$ cat src/rtl/arb_pkg.sv
// Shared types and helpers for the 4-way round-robin arbiter and its data mux.
//   N_PORTS  : number of requesters
//   WORD_W   : data word width
//   SEL_W    : width of a requester index / mux select
//   rr_pick  : round-robin scan of a valid vector starting at ptr
package arb_pkg;

  localparam int unsigned N_PORTS = 4;
  localparam int unsigned WORD_W  = 32;
  localparam int unsigned SEL_W   = 2;

  typedef logic [SEL_W-1:0] sel_t;

  typedef struct packed {
    logic found;
    sel_t idx;
  } pick_t;

  // Scan ptr, ptr+1, ... (mod N_PORTS); first valid index wins.
  // Iterating from the farthest offset down lets the nearest one overwrite.
  function automatic pick_t rr_pick(input logic [N_PORTS-1:0] valid, input sel_t ptr);
    pick_t r;
    sel_t  idx;
    r = '0;
    for (int i = N_PORTS - 1; i >= 0; i--) begin
      idx = ptr + SEL_W'(i);
      if (valid[idx]) begin
        r.found = 1'b1;
        r.idx   = idx;
      end
    end
    return r;
  endfunction

endpackage

$ cat src/rtl/mux4_32.sv
// Four-input 32-bit word multiplexer.
//   a : four packed words, word i at [32*i+31:32*i]
//   s : word select
//   y : selected word
module mux4_32
  import arb_pkg::*;
(
  input  logic [N_PORTS*WORD_W-1:0] a,
  input  sel_t                      s,
  output logic [WORD_W-1:0]         y
);

  always_comb begin
    y = '0;
    case (s)
      2'd0:    y = a[0*WORD_W +: WORD_W];
      2'd1:    y = a[1*WORD_W +: WORD_W];
      2'd2:    y = a[2*WORD_W +: WORD_W];
      default: y = a[3*WORD_W +: WORD_W];
    endcase
  end

endmodule

$ cat src/rtl/rr_arb4_32.sv
// Four-requester round-robin arbiter with a single registered output buffer.
// A requester may hold priority for up to BURST consecutive grants before
// priority rotates past it.
//   clk, rst   : clock, asynchronous active-high reset
//   in_data    : four packed requester words
//   in_valid   : per-requester valid
//   in_ready   : per-requester ready (one-hot or zero, combinational)
//   out_data   : registered selected word
//   out_src    : requester index that produced out_data
//   out_valid  : out_data holds a word
//   out_ready  : downstream accepts the word
//   sel        : current mux select (winner, or ptr when idle)
module rr_arb4_32
  import arb_pkg::*;
#(
  parameter  int unsigned BURST = 1,
  localparam int unsigned CNT_W = $clog2(BURST + 1)
) (
  input  logic                      clk,
  input  logic                      rst,
  input  logic [N_PORTS*WORD_W-1:0] in_data,
  input  logic [N_PORTS-1:0]        in_valid,
  output logic [N_PORTS-1:0]        in_ready,
  output logic [WORD_W-1:0]         out_data,
  output sel_t                      out_src,
  output logic                      out_valid,
  input  logic                      out_ready,
  output sel_t                      sel
);

  if (BURST < 1 || BURST > 15) begin : g_burst_range
    $error("rr_arb4_32: BURST must be in 1..15");
  end

  sel_t             ptr;
  logic [CNT_W-1:0] cnt;
  pick_t            pick;
  logic             can_load;
  logic             xfer;
  logic [WORD_W-1:0] mux_y;

  logic [CNT_W-1:0] cnt_base;
  logic [CNT_W:0]   cnt_inc;
  logic             rotate;
  sel_t             ptr_nxt;
  logic [CNT_W-1:0] cnt_nxt;

  assign pick     = rr_pick(in_valid, ptr);
  assign sel      = pick.found ? pick.idx : ptr;
  assign can_load = ~out_valid | out_ready;
  assign xfer     = ~rst & can_load & pick.found;

  mux4_32 u_mux (
    .a (in_data),
    .s (sel),
    .y (mux_y)
  );

  // Grant goes to the scan winner only when the buffer can take a word.
  always_comb begin
    in_ready = '0;
    if (xfer) in_ready[pick.idx] = 1'b1;
  end

  // Burst count only continues while the current priority holder keeps winning.
  always_comb begin
    cnt_base = (pick.idx == ptr) ? cnt : '0;
    cnt_inc  = {1'b0, cnt_base} + (CNT_W + 1)'(1);
    rotate   = cnt_inc >= (CNT_W + 1)'(BURST);
    ptr_nxt  = rotate ? sel_t'(pick.idx + sel_t'(1)) : pick.idx;
    cnt_nxt  = rotate ? '0 : cnt_inc[CNT_W-1:0];
  end

  // Output buffer and priority state; both frozen while stalled.
  always_ff @(posedge clk or posedge rst) begin
    if (rst) begin
      out_valid <= 1'b0;
      out_data  <= '0;
      out_src   <= '0;
      ptr       <= '0;
      cnt       <= '0;
    end else if (xfer) begin
      out_valid <= 1'b1;
      out_data  <= mux_y;
      out_src   <= pick.idx;
      ptr       <= ptr_nxt;
      cnt       <= cnt_nxt;
    end else if (out_valid && out_ready) begin
      out_valid <= 1'b0;
    end
  end

endmodule
$ cat config.mk
export PLATFORM = sky130hd
export DESIGN_NAME = rr_arb4_32
export DESIGN_NICKNAME = d
export VERILOG_FILES = /design/src/rtl/arb_pkg.sv /design/src/rtl/mux4_32.sv /design/src/rtl/rr_arb4_32.sv
export SDC_FILE = /design/constraint.sdc
export NUM_CORES = 1
export LEC_CHECK = 0
export BUFFER_PORTS_ARGS = -buffer_cell sky130_fd_sc_hd__buf_4
export CAP_MARGIN = 20
export CORE_ASPECT_RATIO = 0.6
export CORE_MARGIN = 2
export CORE_UTILIZATION = 41
export CTS_BUF_LIST = sky130_fd_sc_hd__clkbuf_8 sky130_fd_sc_hd__clkbuf_16
export DETAILED_ROUTE_END_ITERATION = 10
export PLACE_DENSITY = 0.86
export SYNTH_ARGS = -nofsm -noshare
export SYNTH_HDL_FRONTEND = slang
export SYNTH_HIERARCHICAL = 1
export SYNTH_SLANG_ARGS = --single-unit
$ cat constraint.sdc
create_clock -name clk -period 2.7 [get_ports clk]
set_clock_uncertainty 0.05 [all_clocks]
set_input_delay 0.54 -clock clk [delete_from_list [all_inputs] [get_ports clk]]
set_output_delay 0.54 -clock clk [all_outputs]
set_load 0.005 [all_outputs]
==> key figures <==
Global route
  – Largest net degree at the start of global routing: 36
  – Initial antenna violation count: 0
  – Overall Global Routing Usage: 22.6%
  – Vias in the first global route: 2296
  – Overflow after GRT: 0
  – Wire length of the first global-routing pass: 11.6 mm

Clocking
  – Htree depth: 2
  – Library cell used as clock root buffer: sky130_fd_sc_hd__clkbuf_8
  – TritonCTS buffer count: 5
  – Number of sinks on the clock net: 37
  – Clock latency at the later pin of the worst-skew pair: 0.28 ns
  – Clock tree from TritonCTS: done
  – Worst-case clock buffer depth: 2
  – Clock transition at the register clock pins on the worst setup and hold paths after CTS: 0.07 ns
  – Hold bufs inserted after CTS: 0
  – CTS-repair resized insts: 0
  – Setup fix buffers added after clock tree synthesis: 0

Floorplan
  – Placeable core region: 0.00568 mm²
  – Die extent in x: 104 µm
  – Number of standard-cell rows in the floorplan: 21
  – Ports placed on the boundary: 176
  – Vert. Die Dim: 63.9 µm
  – Area of the die: 0.00664 mm²
  – Initial Util: 43.2%

Yosys
  – Flip-flop and latch count after synthesis: 37
  – Predominant post-synthesis flop cell: sky130_fd_sc_hd__dfrtp_1
  – Sequential element share of the synthesized area: 37.7%
  – Share of the synthesized area in the top cell type: 37.7%
  – Synth Net Count: 291
  – Number of synthesized flops with an enable pin: 0
  – Count of unique library cells instantiated by Yosys: 32
  – Cell type with the largest total area after synthesis: sky130_fd_sc_hd__dfrtp_1
  – Post-synthesis cell count: 156
  – Syn_area_per_cell: 15.7 µm²
  – Cell area after synthesis: 0.00245 mm²
  – Share of synthesized flip-flops with an asynchronous set or reset: 100%
  – Number of warnings reported in the yosys synthesis log: 6
  – Cells taking the most area after synthesis: sky130_fd_sc_hd__dfrtp_1 (38%), sky130_fd_sc_hd__mux4_2 (28%), sky130_fd_sc_hd__mux2_2 (14%), sky130_fd_sc_hd__buf_12 (2.4%), sky130_fd_sc_hd__mux4_1 (2.1%)

Critical path
  – Number of buffer and inverter instances along the worst setup path: 1
  – Kind of start point of the critical path: register
  – Critical path arrival: 1.91 ns
  – Kind of cell adding the most delay to the critical path: simple AND/OR/NAND/NOR gates
  – Critical Path Max Stage Delay: 0.50 ns
  – Data required time of the worst path: 2.11 ns
  – Endpoint class of the critical path: primary output
  – Setup CP Type: reg2out
  – Slowest stage cell, crit path: sky130_fd_sc_hd__dfrtp_1
  – Worst-path cell chain: mux2i_1 -> o221ai_2 -> or4_4 -> nor2b_1 -> buf_4
  – Largest fanout of any net on the critical path: 8

Timing
  – Minimum clock period: 2.50 ns
  – Final setup violation count: 0
  – Worst slew margin relative to its limit: 49.8%
  – Maximum frequency from static timing analysis: 0.400 GHz
  – Count of endpoints failing hold in the final timing report: 0
  – Pins Over Slew Limit: 0
  – Slew at the pin with the worst max-slew slack: 0.752 ns
  – Setup_tns: 0 ns
  – Share of the clock period used by the worst path after layout: 92.6%
  – Setup repair after global routing missed its margin: no

Min path
  – Path type of the worst min-delay path: in2async

Detailed routing
  – Post-detailed-routing wire length: 7.06 mm
  – Routed Antenna Nets: 0
  – Via count: 2154
  – Wire length per cell after detailed routing: 17.0 µm
  – TritonRoute pass-1 iters: 4
  – Initial drt markers: 52
  – Routed via count divided by cell count: 5.20
  – Drt drc: 0

Layout
  – Most common cell after layout, fill and taps aside: sky130_fd_sc_hd__buf_4
  – Layout overhead on the synthesized area: 59.2%
  – Highest-count cells in the layout ignoring fill and taps: sky130_fd_sc_hd__buf_4 (181), sky130_fd_sc_hd__dfrtp_1 (37), sky130_fd_sc_hd__mux2_2 (31)
  – Cell area after layout: 0.00391 mm²
  – Count of antenna diodes in the layout: 0
  – Final-stage net count: 468
  – Fraction of layout instances using a drive strength above 1: 78.1%
  – Final Non-Filler Cells: 414
  – Final core utilization: 68.8%

Status
  – Status: finished clean

Placement
  – Placer's final routability congestion estimate: 0.744
  – # port buffers: 175
  – Placed Instance Area: 0.00382 mm²
  – Placed cells: 406
  – HPWL reported at the end of detailed placement: 5.89 mm

Power
  – P per Cell Area: 724 mW/mm²
  – Power consumption: 0.00283 W
  – IR Drop Worst-Case VDD: 0.293 mV
  – P_leak: 1.83 nW

Flow run
  – Max_cap viols: 0
cell usage after synthesis, types with 2 or more instances:
library cell	number
sky130_fd_sc_hd__buf_6	4
sky130_fd_sc_hd__nor2_1	3
sky130_fd_sc_hd__mux4_1	2
sky130_fd_sc_hd__nand2_1	3
sky130_fd_sc_hd__o221ai_2	2
sky130_fd_sc_hd__mux4_2	30
sky130_fd_sc_hd__mux2_4	2
sky130_fd_sc_hd__nor2b_1	4
sky130_fd_sc_hd__inv_1	6
sky130_fd_sc_hd__dfrtp_1	37
sky130_fd_sc_hd__o21ai_0	5
sky130_fd_sc_hd__mux2_2	31
sky130_fd_sc_hd__buf_12	3
sky130_fd_sc_hd__buf_2	6
per-layer routing:
| layer | part of all wire, % | wire length (µm) | GRT usage, % | up-vias |
|---|---|---|---|---|
| met2 | 52 | 3640 | 40.3 | 113 |
| met3 | 9.1 | 639 | 7.65 | 8 |
| met4 | 0.72 | 51 | 4.56 | 0 |
| li1 | - | - | - | 977 |
| met5 | 0 | 0 | 0 | - |
| met1 | 39 | 2720 | 27.1 | 1056 |
worst register-to-register path, stage by stage, from the launching register on:
cell	delay [ns]
sky130_fd_sc_hd__dfrtp_1	0.50
sky130_fd_sc_hd__inv_1	0.15
sky130_fd_sc_hd__a22oi_1	0.20
sky130_fd_sc_hd__o221a_2	0.28
sky130_fd_sc_hd__buf_4	0.22
sky130_fd_sc_hd__mux4_1	0.56
sky130_fd_sc_hd__mux2_2	0.28
stage by stage:
stage / hold WS, ns / worst slack (ns)
floorplan: 0.455 / 0.355
global placement: 0.444 / 0.282
detailed placement: 0.445 / 0.223
CTS: 0.398 / 0.200
global route: 0.433 / 0.113
finish: 0.370 / 0.199
logic make-up (layout without fill, tap and decap cells):
kind of cell / count (synthesis) / in the layout / synth area share [%]
flip-flops: 37 / 37 / 37.7
AND/OR/NAND/NOR: 18 / 18 / 5.00
buffers and inverters: 19 / 197 / 6.43
multiplexers: 66 / 66 / 45.5
AO/OA/AOI/OAI: 16 / 16 / 5.30
flip-flops by register name (all words and copies together), names as in the netlist:
signal	flops
out_valid	1
out_src	2
ptr	2
out_data	32
cell type report:
| class | instances | area [µm²] |
|---|---|---|
| tap | 80 | 100 |
| sequential | 37 | 926 |
| timing repair buffer | 183 | 1400 |
| inverter | 6 | 22.5 |
| clock buffer | 5 | 68.8 |
| clock inverter | 3 | 13.8 |
| multi-input combinational | 100 | 1380 |
| fill | 446 | 1770 |
power by group:
part	switching, W	internal (W)
combinational	0.000514	0.000995
clock	0.000191	0.000175
sequential	0.000152	0.000803
final timing paths:
path | cells after the start | slack [ns] | endpoint | start
hold / removal | 2 | 0.37 | out_valid | rst
max in group asynchronous | 3 | 1.67 | out_data[26] | rst
setup reg to reg | 6 | 0.35 | out_data[30] | ptr[1]
min in group clk | 2 | 0.43 | out_valid | rst
setup / recovery | 5 | 0.20 | in_ready[3] | ptr[1]
hold reg to reg | 1 | 0.46 | out_data[23] | out_data[23]
No activity file was read; power rests on OpenSTA's default activity.
